File: src/rtl/mem_arbiter_if.sv
// Gameboy-style bus master port: address, data both ways, active-low strobes
// and a one-cycle completion pulse back to the master.
interface mem_arbiter_if #(
    parameter int ADDR_W = 16,
    parameter int DATA_W = 8
);
    logic [ADDR_W-1:0] A;
    logic [DATA_W-1:0] Do;
    logic [DATA_W-1:0] Di;
    logic              wr_n;
    logic              rd_n;
    logic              cs_n;
    logic              ready;

    modport master (output A, Do, wr_n, rd_n, cs_n, input Di, ready);
    modport slave  (input A, Do, wr_n, rd_n, cs_n, output Di, ready);
endinterface

File: src/rtl/mem_arbiter.sv
// Shares one single-port memory between the CPU and video buses: one access in
// flight, video first, CPU forced through after STARVE_LIMIT video wins.
module mem_arbiter #(
    parameter int ADDR_W       = 16,
    parameter int DATA_W       = 8,
    parameter int MEM_LATENCY  = 2,
    parameter int STARVE_LIMIT = 4
) (
    input  logic              clock,
    input  logic              reset,
    mem_arbiter_if.slave      cpu,
    mem_arbiter_if.slave      vid,
    output logic [ADDR_W-1:0] mem_addr,
    output logic [DATA_W-1:0] mem_wdata,
    input  logic [DATA_W-1:0] mem_rdata,
    output logic              mem_we,
    output logic              mem_re,
    output logic              busy,
    output logic              grant_vid
);
    typedef enum logic [1:0] {IDLE, STROBE, WAIT, DONE} state_t;

    localparam int LAT_INIT = (MEM_LATENCY >= 2) ? MEM_LATENCY - 2 : 0;

    state_t            state_q;
    logic [3:0]        lat_q, streak_q;
    logic              served_cpu_q, served_vid_q;
    logic              owner_vid_q, is_wr_q, busy_q;
    logic              mem_re_q, mem_we_q;
    logic              ready_cpu_q, ready_vid_q;
    logic [ADDR_W-1:0] mem_addr_q;
    logic [DATA_W-1:0] mem_wdata_q, cpu_di_q, vid_di_q;

    logic cpu_pend, vid_pend, grant_v, grant_c, done_now, capture;

    always_comb begin
        cpu_pend = ~cpu.cs_n & (cpu.rd_n ^ cpu.wr_n) & ~served_cpu_q;
        vid_pend = ~vid.cs_n & (vid.rd_n ^ vid.wr_n) & ~served_vid_q;
        grant_v  = (state_q == IDLE) & vid_pend &
                   (~cpu_pend | (streak_q != 4'(STARVE_LIMIT)));
        grant_c  = (state_q == IDLE) & cpu_pend & ~grant_v;
        // Last cycle of the access: writes and 1-cycle reads finish in STROBE.
        done_now = ((state_q == STROBE) & (is_wr_q | (MEM_LATENCY == 1))) |
                   ((state_q == WAIT) & (lat_q == 4'd0));
        capture  = done_now & ~is_wr_q;
    end

    always_ff @(posedge clock) begin
        if (reset) begin
            state_q      <= IDLE;
            lat_q        <= '0;
            streak_q     <= '0;
            served_cpu_q <= 1'b0;
            served_vid_q <= 1'b0;
            owner_vid_q  <= 1'b0;
            is_wr_q      <= 1'b0;
            busy_q       <= 1'b0;
            mem_re_q     <= 1'b0;
            mem_we_q     <= 1'b0;
            ready_cpu_q  <= 1'b0;
            ready_vid_q  <= 1'b0;
            mem_addr_q   <= '0;
            mem_wdata_q  <= '0;
        end else begin
            mem_re_q    <= 1'b0;
            mem_we_q    <= 1'b0;
            ready_cpu_q <= 1'b0;
            ready_vid_q <= 1'b0;
            if (cpu.cs_n) served_cpu_q <= 1'b0;
            if (vid.cs_n) served_vid_q <= 1'b0;

            case (state_q)
                IDLE: begin
                    if (!cpu_pend || grant_c)
                        streak_q <= '0;
                    else if (grant_v && streak_q != 4'(STARVE_LIMIT))
                        streak_q <= streak_q + 4'd1;
                    if (grant_v || grant_c) begin
                        state_q     <= STROBE;
                        busy_q      <= 1'b1;
                        owner_vid_q <= grant_v;
                        is_wr_q     <= grant_v ? ~vid.wr_n : ~cpu.wr_n;
                        mem_re_q    <= grant_v ? ~vid.rd_n : ~cpu.rd_n;
                        mem_we_q    <= grant_v ? ~vid.wr_n : ~cpu.wr_n;
                        mem_addr_q  <= grant_v ? vid.A : cpu.A;
                        if (grant_v ? ~vid.wr_n : ~cpu.wr_n)
                            mem_wdata_q <= grant_v ? vid.Do : cpu.Do;
                    end
                end
                STROBE: begin
                    state_q <= done_now ? DONE : WAIT;
                    lat_q   <= 4'(LAT_INIT);
                end
                WAIT: begin
                    if (done_now) state_q <= DONE;
                    else          lat_q   <= lat_q - 4'd1;
                end
                DONE: begin
                    state_q     <= IDLE;
                    busy_q      <= 1'b0;
                    owner_vid_q <= 1'b0;
                end
                default: state_q <= IDLE;
            endcase

            // Served is set with the ready pulse so a held cs_n cannot re-trigger.
            if (done_now) begin
                if (owner_vid_q) begin
                    ready_vid_q  <= 1'b1;
                    served_vid_q <= 1'b1;
                end else begin
                    ready_cpu_q  <= 1'b1;
                    served_cpu_q <= 1'b1;
                end
            end
        end
    end

    // Read data is kept across reset so an aborted read leaves Di untouched.
    always_ff @(posedge clock) begin
        if (!reset && capture) begin
            if (owner_vid_q) vid_di_q <= mem_rdata;
            else             cpu_di_q <= mem_rdata;
        end
    end

    assign cpu.Di    = cpu_di_q;
    assign vid.Di    = vid_di_q;
    assign cpu.ready = ready_cpu_q;
    assign vid.ready = ready_vid_q;
    assign mem_addr  = mem_addr_q;
    assign mem_wdata = mem_wdata_q;
    assign mem_we    = mem_we_q;
    assign mem_re    = mem_re_q;
    assign busy      = busy_q;
    assign grant_vid = owner_vid_q;
endmodule
File: src/flat_wrapper.sv
// flat-port wrapper written by rule: the top's interface ports become plain ports
module mem_arbiter_flat 
#(
    parameter int ADDR_W       = 16,
    parameter int DATA_W       = 8,
    parameter int MEM_LATENCY  = 2,
    parameter int STARVE_LIMIT = 4
)
  (clock, reset, mem_addr, mem_wdata, mem_rdata, mem_we, mem_re, busy, grant_vid, cpu_A, cpu_Do, cpu_wr_n, cpu_rd_n, cpu_cs_n, cpu_Di, cpu_ready, vid_A, vid_Do, vid_wr_n, vid_rd_n, vid_cs_n, vid_Di, vid_ready);
  mem_arbiter_if #(.ADDR_W(ADDR_W), .DATA_W(DATA_W)) cpu_i ();
  mem_arbiter_if #(.ADDR_W(ADDR_W), .DATA_W(DATA_W)) vid_i ();
  input  logic clock;
  input  logic reset;
  output logic [ADDR_W-1:0] mem_addr;
  output logic [DATA_W-1:0] mem_wdata;
  input  logic [DATA_W-1:0] mem_rdata;
  output logic mem_we;
  output logic mem_re;
  output logic busy;
  output logic grant_vid;
  input wire logic [$bits(cpu_i.A)-1:0] cpu_A;
  input wire logic [$bits(cpu_i.Do)-1:0] cpu_Do;
  input wire logic [$bits(cpu_i.wr_n)-1:0] cpu_wr_n;
  input wire logic [$bits(cpu_i.rd_n)-1:0] cpu_rd_n;
  input wire logic [$bits(cpu_i.cs_n)-1:0] cpu_cs_n;
  output wire logic [$bits(cpu_i.Di)-1:0] cpu_Di;
  output wire logic [$bits(cpu_i.ready)-1:0] cpu_ready;
  input wire logic [$bits(vid_i.A)-1:0] vid_A;
  input wire logic [$bits(vid_i.Do)-1:0] vid_Do;
  input wire logic [$bits(vid_i.wr_n)-1:0] vid_wr_n;
  input wire logic [$bits(vid_i.rd_n)-1:0] vid_rd_n;
  input wire logic [$bits(vid_i.cs_n)-1:0] vid_cs_n;
  output wire logic [$bits(vid_i.Di)-1:0] vid_Di;
  output wire logic [$bits(vid_i.ready)-1:0] vid_ready;
  assign cpu_i.A = cpu_A;
  assign cpu_i.Do = cpu_Do;
  assign cpu_i.wr_n = cpu_wr_n;
  assign cpu_i.rd_n = cpu_rd_n;
  assign cpu_i.cs_n = cpu_cs_n;
  assign cpu_Di = cpu_i.Di;
  assign cpu_ready = cpu_i.ready;
  assign vid_i.A = vid_A;
  assign vid_i.Do = vid_Do;
  assign vid_i.wr_n = vid_wr_n;
  assign vid_i.rd_n = vid_rd_n;
  assign vid_i.cs_n = vid_cs_n;
  assign vid_Di = vid_i.Di;
  assign vid_ready = vid_i.ready;
  mem_arbiter #(.ADDR_W(ADDR_W), .DATA_W(DATA_W), .MEM_LATENCY(MEM_LATENCY), .STARVE_LIMIT(STARVE_LIMIT)) u_core (.clock(clock), .reset(reset), .cpu(cpu_i), .vid(vid_i), .mem_addr(mem_addr), .mem_wdata(mem_wdata), .mem_rdata(mem_rdata), .mem_we(mem_we), .mem_re(mem_re), .busy(busy), .grant_vid(grant_vid));
endmodule
File: config.mk
export PLATFORM = sky130hd
export DESIGN_NAME = mem_arbiter_flat
export DESIGN_NICKNAME = d
export VERILOG_FILES = /design/src/rtl/mem_arbiter_if.sv /design/src/rtl/mem_arbiter.sv /design/src/flat_wrapper.sv
export SDC_FILE = /design/constraint.sdc
export NUM_CORES = 1
export LEC_CHECK = 0
export CORE_ASPECT_RATIO = 1.4
export CORE_UTILIZATION = 38
export DETAILED_ROUTE_END_ITERATION = 10
export GPL_TIMING_DRIVEN = 0
export PLACE_DENSITY = 0.75
export SLEW_MARGIN = 25
export SYNTH_ARGS = -nofsm -noshare
export SYNTH_HDL_FRONTEND = slang
export SYNTH_SLANG_ARGS = --single-unit
File: constraint.sdc
create_clock -name clock -period 2.15 [get_ports clock]
set_input_delay 0.5375 -clock clock [delete_from_list [all_inputs] [get_ports clock]]
set_output_delay 0.5375 -clock clock [all_outputs]
set_load 0.05 [all_outputs]
Yosys cells after proc, flatten, opt, wreduce, memory -nomap -nowiden. Cells that the tools add are included.

Output and inout bits: 46. Bits of input ports: 64. Register bits after elaboration: 59.

Equal/unequal tests: 7. Muxes and demuxes: 24. Reductions and logical operators: 21. $add $sub $neg: 2. Bitwise logic cells: 30.

Operators with widths (number): 2-to-1 mux 16 bit (1); inverter 1 bit (15); AND reduction 2 bit (7); 2-to-1 mux 1 bit (13); 2-to-1 mux 4 bit (3); AND 1 bit (11); 2-to-1 mux 8 bit (1); one-hot mux 2 bit (4 select lines) (1); one-hot mux 4 bit (2 select lines) (1); nonzero test 2 bit (3); adder 4 x 1 -> 4 bit (second input constant) (1); == test 2 bit (second input constant) (2); logical NOT 4 bit (1); 2-to-1 mux 2 bit (2); != test 2 bit (second input constant) (2); != test 4 x 3 -> 1 bit (second input constant) (1); one-hot mux 1 bit (2 select lines) (2); subtractor 4 x 1 -> 4 bit (second input constant) (1); AND reduction 3 bit (1); OR reduction 3 bit (1); == test 2 x 1 -> 1 bit (second input constant) (1); logical AND 1 bit (2); logical NOT 1 bit (2); logical NOT 2 bit (1); other kinds (5) (8).

Logic depth before layout (Yosys ltp).
Depth after elaboration: 11. Mapped depth: 9. Depth with buffers taken out: 7.

Worst setup path after synthesis. Ideal clock, no wire load.

Kind: register to register. Start: register u_core.state_q[0]. End: register u_core.cpu_di_q[0], in the netlist u_core.cpu.Di[0] (enable). Arrival: 1.698 ns. Cell stages (with the launch flop): 7. Slack: 0.082 ns. Setup time: 0.370 ns. Data required time: 1.780 ns. Period minus slack after synthesis: 2.068 ns. Cell sequence: dfxtp_1 -> inv_1 -> ha_1 -> nor4bb_1 -> a21oi_1 -> or3_1 -> nor2_1.

Word-level cells in the longest chain between the ends: 6.

RTL lines: from (decl) (RTL line mem_arbiter.sv:25) `state_t state_q;`; from (signal assigned) (RTL line mem_arbiter.sv:91) `state_q <= done_now ? DONE : WAIT;`; == test 2 x 1 -> 1 bit / == test 2 bit (equally long branches) (RTL line mem_arbiter.sv:43, mem_arbiter.sv:44); AND 1 bit (on tied branches) (RTL line mem_arbiter.sv:43, mem_arbiter.sv:44); OR 1 bit * (RTL line mem_arbiter.sv:43) `done_now = ((state_q == STROBE) & (is_wr_q | (MEM_LATENCY == 1))) |`; AND 1 bit * (RTL line mem_arbiter.sv:45) `capture = done_now & ~is_wr_q;`; logical AND 1 bit * (RTL line mem_arbiter.sv:121) `if (!reset && capture) begin`; AND reduction 2 bit (no source line) *; to (signal assigned) (RTL line mem_arbiter.sv:123) `else cpu_di_q <= mem_rdata;`; to (decl) (RTL line mem_arbiter.sv:32) `logic [DATA_W-1:0] mem_wdata_q, cpu_di_q, vid_di_q;`.

Every way passes the cells marked *; elsewhere a longest branch is shown, timed or not. A chain may end at the register's enable or synchronous reset.

Final worst setup path.
Start: register u_core.owner_vid_q, in the netlist u_core.grant_vid. End: output port grant_vid.

RTL lines: from (decl) (RTL line mem_arbiter.sv:28) `logic owner_vid_q, is_wr_q, busy_q;`; from (signal assigned) (RTL line mem_arbiter.sv:81) `owner_vid_q <= grant_v;`; to (decl) (RTL line flat_wrapper.sv:20) `output logic grant_vid;`.

No word-level cell between the ends.

==> impl_metrics.json <==
{
  "outcome": "complete, no violations",
  "critPathTopFamily": "buffers and inverters",
  "cts.sinks": 59,
  "drive_gt1_frac": 0.141,
  "fp.dieH_um": 100,
  "synth-seq-area-share": 0.514,
  "ys.flop_type": "dfxtp_1",
  "tightest_slew_ns": 0.537,
  "start_kind": "register",
  "highest_layer": "met4",
  "yosysTopAreaCell": "dfxtp_1",
  "grt_pass1_wl_um": 10000,
  "syn_area_per_cell_um2": 10.9,
  "synth-edff-count": 16,
  "dpl.cell_count": 440,
  "cts_hold_buf": 0,
  "cts_tree": "built",
  "skew_ns": 0.00553,
  "clock.fmax_ghz": 0.482,
  "p_clk_frac": 0.220,
  "die-area_mm2": 0.00721,
  "ant_nets": 0,
  "root_buffer": "clkbuf_8",
  "fillers": 535,
  "drt-vias-per-instance": 4.91,
  "swShare": 0.392,
  "core_area_mm2": 0.00661,
  "slew_headroom": 0.641,
  "wl_per_cell_um": 14.2,
  "yosys-top-cells-count": "43 x dfxtp_1, 40 x nor2_1, 26 x mux2i_1",
  "yosysMostFrequentCell": "dfxtp_1",
  "drt_pre_antenna_iters": 4,
  "nets": 442,
  "postSynthCellCount": 239,
  "p_switching_mw": 1.90,
  "grt_overflow": 0,
  "multi_input_comb_area_mm2": 0.00124,
  "ir_drop_mv": 0.661,
  "worst_ep_arrival_time_ns": 1.54,
  "h-tree-depth": 3,
  "hp-class": "reg -> reg",
  "maxCapViolCount": 0,
  "crit_fanout": 4,
  "met3_length_um": 307,
  "clkTransAtPathRegs_ns": 0.06,
  "fin_hold_ws_ns": 0.468,
  "report.final.setup_viol": 0,
  "fin_tns_setup_ns": 0,
  "pin_count": 110,
  "ys_ff_latch": 59,
  "power_mw": 4.85,
  "grt_use_total": 0.184,
  "synth_warnings": 0,
  "regArea_mm2": 0.00134,
  "critPathMaxStageDelay_ns": 0.82,
  "io_buffers": 109,
  "wirelength_um": 6630,
  "slew_viol_final": 0,
  "p_int_mw": 2.95,
  "core.rowCount": 35,
  "synth_area_leaders": "dfxtp_1 33%, edfxtp_1 18%, mux2i_1 10%",
  "first_global_vias": 2122,
  "vias": 2295,
  "diodes": 0,
  "antenna_found_initial": 0,
  "layoutNonFillerInstCount": 467,
  "pre_cts_ws_ns": -0.387,
  "place_congestion": 0.804,
  "synth_area_mm2": 0.00261,
  "crit_type": "reg -> out",
  "cp-end-kind": "output port",
  "pwr-share-comb": 0.467,
  "area_growth_pct": 62.7,
  "syn_nets": 311,
  "fp.dieW_um": 72.0,
  "layout_setup_ws_ns": 0.0738,
  "numCtsBuffers": 9,
  "period_minus_slack_ns": 2.08,
  "drc_errors": 0,
  "grt_max_degree": 11,
  "required_ns": 1.61,
  "synth_top_cell_area_share": 0.330,
  "power.leakage_nw": 1.72,
  "wl_met2_um": 3300,
  "met1Wirelength_um": 2810,
  "fin_crit_sh": 0.966,
  "netlist-cell-type-count": 46,
  "crit_chain": "clkdlybuf4s50_1",
  "p_seq_frac": 0.312,
  "insertion_delay_ns": 0.33,
  "cp_slowest_cell": "clkdlybuf4s50_1",
  "hpwl_um": 4790,
  "initial_core_util": 0.395,
  "synthArstFlopShare": 0,
  "clock_path_buffers": 2,
  "critPathBufInv": 1,
  "final_hold_viol_count": 0,
  "drt_iter0_drc": 99,
  "power_per_cell_area_mw_per_mm2": 1140
}
per-layer routing:
metal	vias up	track usage
li1	1124	-
met1	1071	0.210
met2	86	0.305
met3	14	0.0442
met4	0	0.119
met5	-	0
path summary, 6_finish.rpt:
path         cells past startpoint                 from  slack (ns)                   to
max reg2reg                      7    u_core.state_q[0]        0.09  u_core.mem_wdata[7]
min reg2reg                      2  u_core.served_cpu_q        0.47  u_core.served_cpu_q
min                              2  u_core.served_cpu_q        0.47  u_core.served_cpu_q
max                              1     u_core.grant_vid        0.07            grant_vid
logic make-up (layout without fill, tap and decap cells):
| logic type | count (synthesis) | after routing | share of synthesized area |
|---|---|---|---|
| compound gates | 42 | 43 | 0.120 |
| mux | 27 | 27 | 0.104 |
| buf+inv | 22 | 157 | 0.0508 |
| flops | 59 | 59 | 0.514 |
| simple gates | 75 | 75 | 0.153 |
| fa+ha+maj | 8 | 8 | 0.0384 |
| xor+xnor | 6 | 6 | 0.0201 |
cell usage in the layout, fill, tap and decap left out, types with 9 or more instances in the layout:
| cell | count |
|---|---|
| buf_4 | 9 |
| a211oi_1 | 20 |
| mux2i_1 | 21 |
| nand2_1 | 9 |
| inv_1 | 9 |
| clkdlybuf4s50_1 | 106 |
| dfxtp_1 | 43 |
| clkbuf_8 | 9 |
| nor2_1 | 37 |
| edfxtp_1 | 16 |
through the flow:
stage / area (µm²) / utilization
2_1_floorplan: 2610 / -
3_3_place_gp: 3810 / 0.577
3_5_place_dp: 3810 / 0.577
4_1_cts: 4040 / 0.611
5_1_grt: 4240 / 0.642
6_report: 4240 / 0.642
power groups by stage:
stage          clock network (mW)  registers, mW  logic, mW
2_1_floorplan                   0           2.10      0.859
3_3_place_gp                    0           1.52       2.05
3_5_place_dp                    0           1.53       2.09
4_1_cts                      1.09           1.51       2.10
5_1_grt                      1.14           1.54       2.43
6_report                     1.07           1.52       2.27
final cells by class:
class                           instances  area share
Timing Repair Buffer                  119       0.280
Sequential cell                        59       0.316
Clock buffer                           10      0.0301
Multi-Input combinational cell        159       0.293
Tap cell                               92      0.0271
Buffer                                 12      0.0256
Clock inverter                          6      0.0189
Inverter                               10     0.00884
sequential cells by signal (all words and copies together) (netlist names), 2 cells and up:
name	cells
u_core.cpu.Di	8
u_core.lat_q	4
u_core.mem_addr	16
u_core.mem_wdata	8
u_core.state_q	2
u_core.streak_q	4
u_core.vid.Di	8
repair_timing:
| item | in CTS | in global routing |
|---|---|---|
| pin swaps | 1 | 8 |
| cloned | 0 | 3 |
| resized for setup | 5 | 24 |
| setup endpoints to repair | 21 | 40 |
| setup buffers | 0 | 8 |
(Power assumes the default switching activity.)
